$ cat config.mk
export PLATFORM = sky130hd
export DESIGN_NAME = deck_receiver_flat
export DESIGN_NICKNAME = d
export VERILOG_FILES = /design/src/rtl/deck_receiver_pkg.sv /design/src/rtl/deck_receiver_if.sv /design/src/rtl/deck_receiver_card_buffer.sv /design/src/rtl/deck_receiver.sv /design/src/flat_wrapper.sv
export SDC_FILE = /design/constraint.sdc
export NUM_CORES = 1
export LEC_CHECK = 0
export ABC_CLOCK_PERIOD_IN_PS = 7100
export CAP_MARGIN = 5
export CORE_MARGIN = 2
export CORE_UTILIZATION = 45
export DETAILED_ROUTE_END_ITERATION = 6
export PLACE_DENSITY = 0.71
export SLEW_MARGIN = 20
export SYNTH_ARGS = -nofsm -noshare
export SYNTH_HDL_FRONTEND = slang
export SYNTH_SLANG_ARGS = --single-unit
$ cat constraint.sdc
create_clock -name clk -period 7.1 [get_ports clk]
set_clock_uncertainty 0.05 [all_clocks]
set_input_delay 1.42 -clock clk [delete_from_list [all_inputs] [get_ports clk]]
set_output_delay 1.42 -clock clk [all_outputs]
set_load 0.005 [all_outputs]
$ cat src/rtl/deck_receiver_pkg.sv
// Shared blackjack definitions: deck geometry and the receiver state encoding.
package deck_receiver_pkg;

   localparam int BJ_DECK_SIZE = 52;
   localparam int BJ_CARD_W    = 6;

   typedef enum logic [2:0] {
      IDLE        = 3'd0,
      REQ_SHUFFLE = 3'd1,
      LOADING     = 3'd2,
      READY       = 3'd3,
      EMPTY       = 3'd4,
      ERROR       = 3'd5
   } state_t;

endpackage

$ cat src/rtl/deck_receiver_if.sv
// Shuffler and dealer signals of the deck receiver; master is the receiver side.
interface deck_receiver_if #(
   parameter int CARD_W = deck_receiver_pkg::BJ_CARD_W
);

   logic              start;
   logic              shuffle_flag;
   logic              load_flag;
   logic [CARD_W-1:0] card;
   logic              deal_req;
   logic              deal_valid;
   logic [CARD_W-1:0] deal_card;
   logic [CARD_W-1:0] cards_left;
   logic              deck_ready;
   logic              deck_empty;
   logic              load_error;

   modport master (
      input  start, load_flag, card, deal_req,
      output shuffle_flag, deal_valid, deal_card, cards_left,
             deck_ready, deck_empty, load_error
   );

   modport slave (
      output start, load_flag, card, deal_req,
      input  shuffle_flag, deal_valid, deal_card, cards_left,
             deck_ready, deck_empty, load_error
   );

endinterface

$ cat src/rtl/deck_receiver_card_buffer.sv
// Card storage: one write port and one registered read port; array contents are not reset.
module card_buffer #(
   parameter int DEPTH  = 52,
   parameter int WIDTH  = 6,
   parameter int ADDR_W = 6
) (
   input  logic              clk,
   input  logic              rst,
   input  logic              we,
   input  logic [ADDR_W-1:0] waddr,
   input  logic [WIDTH-1:0]  wdata,
   input  logic              re,
   input  logic [ADDR_W-1:0] raddr,
   output logic [WIDTH-1:0]  rdata
);

   logic [WIDTH-1:0] mem [DEPTH];

   always_ff @(posedge clk) begin
      if (we) mem[waddr] <= wdata;
   end

   // Read register holds its value between reads so the dealt card stays stable.
   always_ff @(posedge clk) begin
      if (rst)     rdata <= '0;
      else if (re) rdata <= mem[raddr];
   end

endmodule

$ cat src/rtl/deck_receiver.sv
// Deck receiver: requests a shuffle, captures one card per 4 load cycles, then deals in order.
module deck_receiver
   import deck_receiver_pkg::*;
#(
   parameter int DECK_SIZE = BJ_DECK_SIZE,
   parameter int CARD_W    = BJ_CARD_W
) (
   input logic             clk,
   input logic             rst,
   deck_receiver_if.master bus
);

   localparam int                ADDR_W   = $clog2(DECK_SIZE);
   localparam logic [CARD_W-1:0] LAST_CAP = CARD_W'(DECK_SIZE - 1);
   localparam logic [CARD_W-1:0] ONE_LEFT = CARD_W'(1);
   localparam logic [CARD_W:0]   CARD_LIM = (CARD_W + 1)'(DECK_SIZE);

   state_t              state, state_nx;
   logic [1:0]          phase;
   logic [ADDR_W-1:0]   wr_ptr, rd_ptr;
   logic [DECK_SIZE-1:0] seen;
   logic [CARD_W-1:0]   cards_left_q;
   logic                deal_valid_q;
   logic                capture, card_ok, deal_fire, clear_deck;

   always_comb begin
      card_ok = 1'b0;
      if ({1'b0, bus.card} < CARD_LIM) card_ok = !seen[bus.card];
   end

   assign capture    = (state == LOADING) && bus.load_flag && (phase == 2'd3);
   assign deal_fire  = (state == READY) && bus.deal_req;
   assign clear_deck = bus.start && ((state == IDLE) || (state == EMPTY));

   always_comb begin
      state_nx = state;
      case (state)
         IDLE:        if (bus.start) state_nx = REQ_SHUFFLE;
         REQ_SHUFFLE: if (bus.load_flag) state_nx = LOADING;
         LOADING: begin
            if (capture) begin
               if (!card_ok)                      state_nx = ERROR;
               else if (cards_left_q == LAST_CAP) state_nx = READY;
            end
         end
         READY:       if (deal_fire && (cards_left_q == ONE_LEFT)) state_nx = EMPTY;
         EMPTY:       if (bus.start) state_nx = REQ_SHUFFLE;
         ERROR:       state_nx = ERROR;
         default:     state_nx = IDLE;
      endcase
   end

   always_ff @(posedge clk) begin
      if (rst) begin
         state        <= IDLE;
         phase        <= 2'd0;
         wr_ptr       <= '0;
         rd_ptr       <= '0;
         seen         <= '0;
         cards_left_q <= '0;
         deal_valid_q <= 1'b0;
      end else begin
         state        <= state_nx;
         deal_valid_q <= deal_fire;
         if (clear_deck) begin
            phase        <= 2'd0;
            wr_ptr       <= '0;
            rd_ptr       <= '0;
            seen         <= '0;
            cards_left_q <= '0;
         end
         // The edge that enters LOADING does not count as a load phase.
         if (state == REQ_SHUFFLE) phase <= 2'd0;
         if ((state == LOADING) && bus.load_flag) phase <= phase + 2'd1;
         if (capture && card_ok) begin
            seen[bus.card] <= 1'b1;
            wr_ptr         <= wr_ptr + ADDR_W'(1);
            cards_left_q   <= cards_left_q + CARD_W'(1);
         end
         if (deal_fire) begin
            rd_ptr       <= rd_ptr + ADDR_W'(1);
            cards_left_q <= cards_left_q - CARD_W'(1);
         end
      end
   end

   card_buffer #(
      .DEPTH  (DECK_SIZE),
      .WIDTH  (CARD_W),
      .ADDR_W (ADDR_W)
   ) u_buffer (
      .clk   (clk),
      .rst   (rst),
      .we    (capture && card_ok),
      .waddr (wr_ptr),
      .wdata (bus.card),
      .re    (deal_fire),
      .raddr (rd_ptr),
      .rdata (bus.deal_card)
   );

   assign bus.shuffle_flag = (state == REQ_SHUFFLE) || (state == LOADING);
   assign bus.deal_valid   = deal_valid_q;
   assign bus.cards_left   = cards_left_q;
   assign bus.deck_ready   = (state == READY);
   assign bus.deck_empty   = (state == EMPTY);
   assign bus.load_error   = (state == ERROR);

endmodule

$ cat src/flat_wrapper.sv
// flat-port wrapper written by rule: the top's interface ports become plain ports
module deck_receiver_flat import deck_receiver_pkg::*;
#(
   parameter int DECK_SIZE = BJ_DECK_SIZE,
   parameter int CARD_W    = BJ_CARD_W
)
  (clk, rst, bus_start, bus_load_flag, bus_card, bus_deal_req, bus_shuffle_flag, bus_deal_valid, bus_deal_card, bus_cards_left, bus_deck_ready, bus_deck_empty, bus_load_error);
  deck_receiver_if #(.CARD_W(CARD_W)) bus_i ();
  input logic clk;
  input logic rst;
  input wire logic [$bits(bus_i.start)-1:0] bus_start;
  input wire logic [$bits(bus_i.load_flag)-1:0] bus_load_flag;
  input wire logic [$bits(bus_i.card)-1:0] bus_card;
  input wire logic [$bits(bus_i.deal_req)-1:0] bus_deal_req;
  output wire logic [$bits(bus_i.shuffle_flag)-1:0] bus_shuffle_flag;
  output wire logic [$bits(bus_i.deal_valid)-1:0] bus_deal_valid;
  output wire logic [$bits(bus_i.deal_card)-1:0] bus_deal_card;
  output wire logic [$bits(bus_i.cards_left)-1:0] bus_cards_left;
  output wire logic [$bits(bus_i.deck_ready)-1:0] bus_deck_ready;
  output wire logic [$bits(bus_i.deck_empty)-1:0] bus_deck_empty;
  output wire logic [$bits(bus_i.load_error)-1:0] bus_load_error;
  assign bus_i.start = bus_start;
  assign bus_i.load_flag = bus_load_flag;
  assign bus_i.card = bus_card;
  assign bus_i.deal_req = bus_deal_req;
  assign bus_shuffle_flag = bus_i.shuffle_flag;
  assign bus_deal_valid = bus_i.deal_valid;
  assign bus_deal_card = bus_i.deal_card;
  assign bus_cards_left = bus_i.cards_left;
  assign bus_deck_ready = bus_i.deck_ready;
  assign bus_deck_empty = bus_i.deck_empty;
  assign bus_load_error = bus_i.load_error;
  deck_receiver #(.DECK_SIZE(DECK_SIZE), .CARD_W(CARD_W)) u_core (.clk(clk), .rst(rst), .bus(bus_i));
endmodule
**After elaboration in Yosys (flattened, before gate mapping)**

Memory sizes are Yosys's and may differ from the RTL's. A register that Yosys moved wholly into a read port is not among the register bits.
Index checks and enable logic that the tools add are counted.

- Bits of input ports: 11
- Memories kept: 1
- Bits in registers: 76
- Bits in writable memories: 312
- Output and inout port bits: 17
- Logic and storage cells: 72

- Equality and inequality tests: 13
- $add $sub $neg: 5
- Reductions and logical operators: 17
- Muxes and demuxes: 25
- Magnitude comparators: 3
- Bitwise logic cells: 1

Memory list:

| name | words | width | read ports | clocked after memory_dff | write ports | RTL line | RTL |
|---|---|---|---|---|---|---|---|
| u_core.u_buffer.mem | 52 | 6 | 1 | 1 | 1 | deck_receiver_card_buffer.sv:17 | `logic [WIDTH-1:0] mem [DEPTH];` |

Operator list:

| cell | number |
|---|---|
| $mux 52 | 3 |
| $or 52x52->52 | 1 |
| $mux 6 | 5 |
| $add 6x1->6 const B | 3 |
| $mux 3 | 6 |
| $pmux 3 s5 | 1 |
| $logic_and 1x1->1 | 7 |
| $lt 6x7->1 const B | 1 |
| $bmux 1 s6 | 1 |
| $demux 1 s6 | 1 |
| $eq 3x2->1 const B | 2 |
| $eq 3x3->1 const B | 2 |
| $eq 6x1->1 const B | 1 |
| $eq 6x6->1 const B | 1 |
| $ge 6x1->1 const B | 1 |
| $lt 6x6->1 const B | 1 |
| $mux 2 | 3 |
| $ne 2x1->1 const B | 3 |
| $reduce_bool 3->1 | 2 |
| $sub 6x1->6 const B | 1 |
| $mux 1 | 5 |
| $reduce_and 5->1 | 1 |
| $reduce_bool 2->1 | 2 |
| $eq 3x1->1 const B | 1 |
| other kinds (8) | 9 |

**Depth between registers and ports, before layout**

Gate-level depths: netlist of run 1.

- Word-level depth: 7
- Depth in mapped cells: 11
- Mapped depth without buffers: 8

**By module**

A second synthesis of run 1 with hierarchy kept.

- Cell total of the unflattened synthesis: 1,031
- Area, all modules: 16,268.1 um^2

Modules (own cells, without submodules):

| module | instances | sequential area each (um^2) | cells each | area each (um^2) |
|---|---|---|---|---|
| card_buffer | 1 | 9,489.1 | 613 | 12,485.7 |
| deck_receiver | 1 | 1,521.5 | 418 | 3,782.4 |

**Worst setup path after synthesis of run 1**

No wires, ideal clock.

- Path type: input-to-reg
- Start point: in bus_card[2]
- End point: mem u_core.u_buffer.mem[15][0], enable pin
- Arrival time: 3.820 ns
- Path buffers: 4
- Required time: 6.673 ns
- Setup time: 0.377 ns
- Cell stages on the path: 11
- Path slack: 2.853 ns
- Cell sequence: buf_2 -> buf_2 -> nand2_1 -> o32a_1 -> o2111ai_1 -> a32o_2 -> nor3_1 -> buf_2 -> clkbuf_1 -> nand2_1 -> nor3_1

- Cells in the longest elaborated chain, start to end: 7
- Elaborated cells on any way between the ends: 8
- Classes of those cells: order compare: 1; mux: 5; reduce/logical: 2

Ends and longest elaborated chain:

| element | RTL line | RTL |
|---|---|---|
| from (decl) | flat_wrapper.sv:13 | `input wire logic [$bits(bus_i.card)-1:0] bus_card;` |
| $bmux 1 s6 | deck_receiver.sv:28 | `if ({1'b0, bus.card} < CARD_LIM) card_ok = !seen[bus.card];` |
| $mux 1 (not written as such) | deck_receiver.sv:28 |  |
| $logic_not 1->1 | deck_receiver.sv:28 |  |
| $mux 1 * | deck_receiver.sv:28 |  |
| $logic_and 1x1->1 * | deck_receiver.sv:94 | `.we (capture && card_ok),` |
| $mux 1 * | deck_receiver_card_buffer.sv:20 | `if (we) mem[waddr] <= wdata;` |
| $mux 1 (not written as such) * | deck_receiver_card_buffer.sv:20 |  |
| to (decl) | deck_receiver_card_buffer.sv:17 |  |

Mark *: on every way between the ends. The rest lies on a longest branch, timed or not. The select of a mux whose other input is x is not followed.

**Final worst setup path of run 1**

- Start point: in bus_card[0]
- End point: mem u_core.u_buffer.mem[46][2], enable pin

Same word-level chain as after synthesis.

==> metrics.txt, run 1 <==
final setup fails 0; Synth Cell Area 16020 sq um; CP cell instances buf_2 > buf_4 > nand2_1 > a2bb2oi_1 > a21oi_1 > nor4_1 > buf_4 > nor4_1 > nand2_1 > nor2_1; # rows 69; Die X 192.7 um; vias 8879; number of DRC markers in iteration 0 887; pin count of the biggest net entering global routing 56; drc violations 0; Avg Vias per Cell 6.036; synthesized instance count 963; DP Wirelength 21.47 mm; FFs w/ async S/R, synth 0; clock sinks 394; Slew HR 0.2962; P_leak 5.464 nW; Core Area 35310 sq um; Avg Cell Area, Syn 16.64 sq um; fin util 0.5098; root buffer cell clkbuf_16; final hold violation count 0; Min-Delay Path Depth 2; slowest stage cell, crit path nor4_1; Hold-fix buffers, CTS 0; top post-synthesis cells by area edfxtp_1, mux4_2, dfxtp_1; Die Y 192.7 um; Post-Syn Nets 980; final net count 994; area delta synth->final 12.36%; # placed instances 1397; RSZ-0062 raised after global routing false; final cycle utilization of the critical path 0.7421; Pwr Total 4.918 mW; Fmax 189.8 MHz; Worst-Skew Late Latency 530 ps; total congestion overflow 0; PwrDens 273.2 nW/um^2; worst-margin pin slew 1054 ps; Worst EP required 7230 ps; Post-synth EDFFs 312; Final WS setup 1831 ps; GR Util All Layers 0.1947; critical path class in -> reg; Synth cell types 58; count of input and output buffers 27; top cell type's share of synthesized area 0.5848; top post-synthesis cells by count edfxtp_1, mux4_2, dfxtp_1, nor2_1, nand2_1; Final Slew Violations 0; clock slew at reported path FFs 60 ps; Synth Flop Type edfxtp_1; Worst R2R Setup Slack 3380 ps; setup tns final 0 ps; crit end category flip-flop; die footprint 37130 sq um; Reg2Reg Depth 7; Ports 28; CTS tree done; CP max FO 41; drt wl/cell 23.75 um; Peak VDD IR 0.0002104 V; global-route wire length before repair 53.80 mm; Num CTS Buffers 39; WL final 34.94 mm; largest area contributor in the netlist edfxtp_1; count leader, synth edfxtp_1; Max stage delay on crit path 810 ps; Hold Crit Class reg -> reg; antenna violations before repair 4; post-CTS setup buffers 0; register area share after synthesis 0.6873; Synth Warn # 0; Max-cap violations 0; Clock Path Buffers 3; gpl congestion 0.8045; H-tree lvl count 2; Initial Util 0.4537; status finished, final reports clean; CTS resizes 0; element type at the critical path start primary input; Routed Antenna Nets 0; iteration count of the initial detailed-routing pass 5; pre-CTS WS 1265 ps; share of cells above drive strength 1 0.2016; WP data arrival 5400 ps; min Tclk post-route 5269 ps; FF+latch count, synth 394; vias in the first global route 8634; Non-Filler Instances 1471
[state kept, by name (all words and copies together), names as in the netlist]
| name | count |
|---|---|
| u_core.u_buffer.mem | 312 |
| u_core.seen | 52 |
| u_core.bus.cards_left | 6 |
| u_core.rd_ptr | 6 |
| u_core.u_buffer.rdata | 6 |
| u_core.wr_ptr | 6 |
| u_core.state | 3 |
| u_core.phase | 2 |
| u_core.bus.deal_valid | 1 |
[power breakdown]
part           internal (mW)  switching [mW]
logic                  0.105           0.173
registers               2.50          0.0336
clock network           1.25           0.865
[cells by family (layout without fill, tap and decap cells)]
family          count (synthesis)  count (layout)  synth area share
simple gates                  250             250           0.07443
fa+ha+maj                       6               6          0.004686
compound gates                110             110           0.05084
mux                           124             124            0.1618
buf+inv                        75             119           0.01874
other cells                     0               3                 0
flops                         394             394            0.6873
xor+xnor                        4               4          0.002187
[per-layer routing]
metal / global-route usage / share of wire
met5: 0 / 0.00037
met4: 0.05901 / 0.022
met3: 0.03637 / 0.081
met2: 0.3000 / 0.47
met1: 0.2828 / 0.43
[critical path, delay by kind of cell]
family,cells,cell delay [ps]
AND/OR/NAND/NOR,5,2220
AO/OA/AOI/OAI,2,360
buffers and inverters,3,1310
[final timing paths]
| check | from | to |
|---|---|---|
| worst min register to register | u_core.seen[50] | u_core.seen[50] |
| worst max register to register | u_core.seen[31] | u_core.u_buffer.mem[46][2] |
| worst max-delay path | bus_card[0] | u_core.u_buffer.mem[46][2] |
| worst min-delay path | u_core.seen[50] | u_core.seen[50] |
[placed cells by master (no fill, tap or decap), drive strengths merged, types with 3 or more instances in the layout]
cell and instances:
inv 8, a21o 5, o31ai 3, clkinvlp 4, nor2b 9, clkinv 10, nand4b 5, a211oi 3
xor2 3, dfxtp 82, and2 8, a311oi 3, a21oi 26, mux2i 10, nand3b 10, or3 3
a32o 29, nand2b 4, nand4 7, edfxtp 312, nand2 66, buf 21, a31oi 3, diode 3
nor3 24, nand3 15, mux2 7, clkbuf 51, or4 4, nor4 5, nor2 82, ha 6
bufinv 5, clkdlybuf4s50 20, mux4 107, a22oi 6, o21ai 18
[per-stage QoR]
step / cell area (sq um) / hold slack (ps)
3_5_place_dp: 16680 / 393.8
6_report: 18000 / 401.9
4_1_cts: 17990 / 402.3
2_1_floorplan: 16020 / 369.8
3_3_place_gp: 16680 / 385.4
5_1_grt: 17990 / 417.8
[area by class of cell]
class                   instances  area [sq um]
inverters                       7         26.28
fillers                      2833         17310
diodes                          3         7.507
repair buffers                 41         340.3
flip-flops and latches        394         11020
well taps                     461         576.8
clock buffers                  51          1062
clock inverters                20         250.2
multi-input cells             494          4720
Power figures use the tool's default switching activity.
==> inputs of run 2 (changes only) <==
ABC_CLOCK_PERIOD_IN_PS = 5200   (was 7100)
clock period = 5.2 ns   (was 7.1 ns; I/O delays follow)
==> metrics.txt, run 2 (synthesized netlist as in run 1, its figures left out) <==
min Tclk post-route 4185 ps; Num CTS Buffers 38; final cycle utilization of the critical path 0.8048; worst-margin pin slew 1091 ps; Fmax 238.9 MHz; die footprint 37130 sq um; final hold violation count 0; count of input and output buffers 27; Die Y 192.7 um; Die X 192.7 um; iteration count of the initial detailed-routing pass 5; Post-DP Area 16850 sq um; CTS tree done; most common cell after layout, fill and taps aside edfxtp_1; drt wl/cell 23.56 um; Core Area 35310 sq um; sw frac 0.2187; Final Slew Violations 0; Worst EP required 5320 ps; Combinational Power Share 0.058; WP data arrival 4300 ps; setup tns final 0 ps; diodes inserted 0; antenna violations before repair 1; Worst R2R Setup Slack 1820 ps; Ports 28; Peak VDD IR 0.0002081 V; P_leak 5.568 nW; PwrDens 363.6 nW/um^2; Reg with most FFs u_core.u_buffer.mem; clock sinks 394; CP max FO 34; share of cells above drive strength 1 0.2173; root buffer cell clkbuf_16; Routed Antenna Nets 0; Initial Util 0.4537; Hold Crit Class reg -> reg; WL final 35.04 mm; Clock power frac 0.418; vias in the first global route 8815; drc violations 0; final net count 1014; area delta synth->final 13.07%; DP Wirelength 21.66 mm; critical path class in -> reg; Int Power 5.146 mW; gpl congestion 0.8029; Max-cap violations 0; CTS resizes 0; # rows 69; number of DRC markers in iteration 0 929; Avg Vias per Cell 6.047; Final Cell Area 18110 sq um; Switch Pwr 1.441 mW; post-CTS setup buffers 0; max FFs per register 312; Slew HR 0.2717; Clock Path Buffers 3; crit end category flip-flop; total congestion overflow 0; final setup fails 0; global-route wire length before repair 53.66 mm; most frequent cells in the layout edfxtp_1, mux4_2, nor2_1, dfxtp_1, nand2_1; RSZ-0062 raised after global routing false; vias 8992; pin count of the biggest net entering global routing 55; Hold-fix buffers, CTS 0; Worst-Skew Late Latency 540 ps; H-tree lvl count 2; status finished, final reports clean; sequential share of power 0.524; GR Util All Layers 0.1943; element type at the critical path start primary input; clock slew at reported path FFs 60 ps; biggest regs u_core.u_buffer.mem x312, u_core.seen x52
-- run 2: cell count changes in the layout (fill, tap and decap cells not counted), sizes merged --
cell,delta
buf,+21
bufinv,-3
clkinv,+3
diode,-3
clkinvlp,-2
-- run 2: per-layer routing --
layer / up-vias / GRT usage / routed length (um)
met4: 2 / 0.07986 / 1465
li1: 3907 / - / -
met3: 89 / 0.03928 / 2699
met5: - / 0 / 13
met1: 4608 / 0.2801 / 15140
met2: 386 / 0.2895 / 15720
-- run 2: final timing paths --
| check | start | endpoint | cells after the start |
|---|---|---|---|
| setup reg to reg | u_core.state[1] | u_core.u_buffer.mem[49][3] | 6 |
| hold reg to reg | u_core.seen[50] | u_core.seen[50] | 2 |
| setup / recovery | bus_card[1] | u_core.u_buffer.mem[49][3] | 9 |
| hold / removal | u_core.seen[50] | u_core.seen[50] | 2 |
-- run 2: area by class of cell --
type / instances / area, sq um
clock inverters: 18 / 170.2
repair buffers: 62 / 510.5
clock buffers: 51 / 1094
flip-flops and latches: 394 / 11020
inverters: 7 / 26.28
multi-input cells: 494 / 4720
fillers: 2827 / 17200
well taps: 461 / 576.8
-- run 2: power groups by stage --
stage	combinational [mW]	clock, mW	sequential [mW]
final	0.384	2.75	3.45
after detailed placement	0.384	0	3.52
after global routing	0.423	2.92	3.45
after global placement	0.382	0	3.52
after CTS	0.385	2.80	3.45
after floorplan	0.264	0	3.49
-- run 2: critical path, cell delays in order --
cell	delay, ps
buf_2	580
buf_4	360
nand3b_1	130
o21ai_0	110
a221oi_1	380
nor4_1	130
nor3_2	360
nand3_1	540
nor2_1	670
-- run 2: through the flow --
step	util	hold WS [ps]	cells	power, mW	worst slack [ps]
final	0.5130	401.7	1487	6.587	1015
after global routing	0.5130	419.6	1487	6.797	797.2
after CTS	0.5130	400.2	1487	6.641	1061
after detailed placement	0.4772	392.1	1418	3.903	493.0
after global placement	0.4772	380.7	1418	3.900	559.3
after floorplan	-	369.8	963	3.751	1333
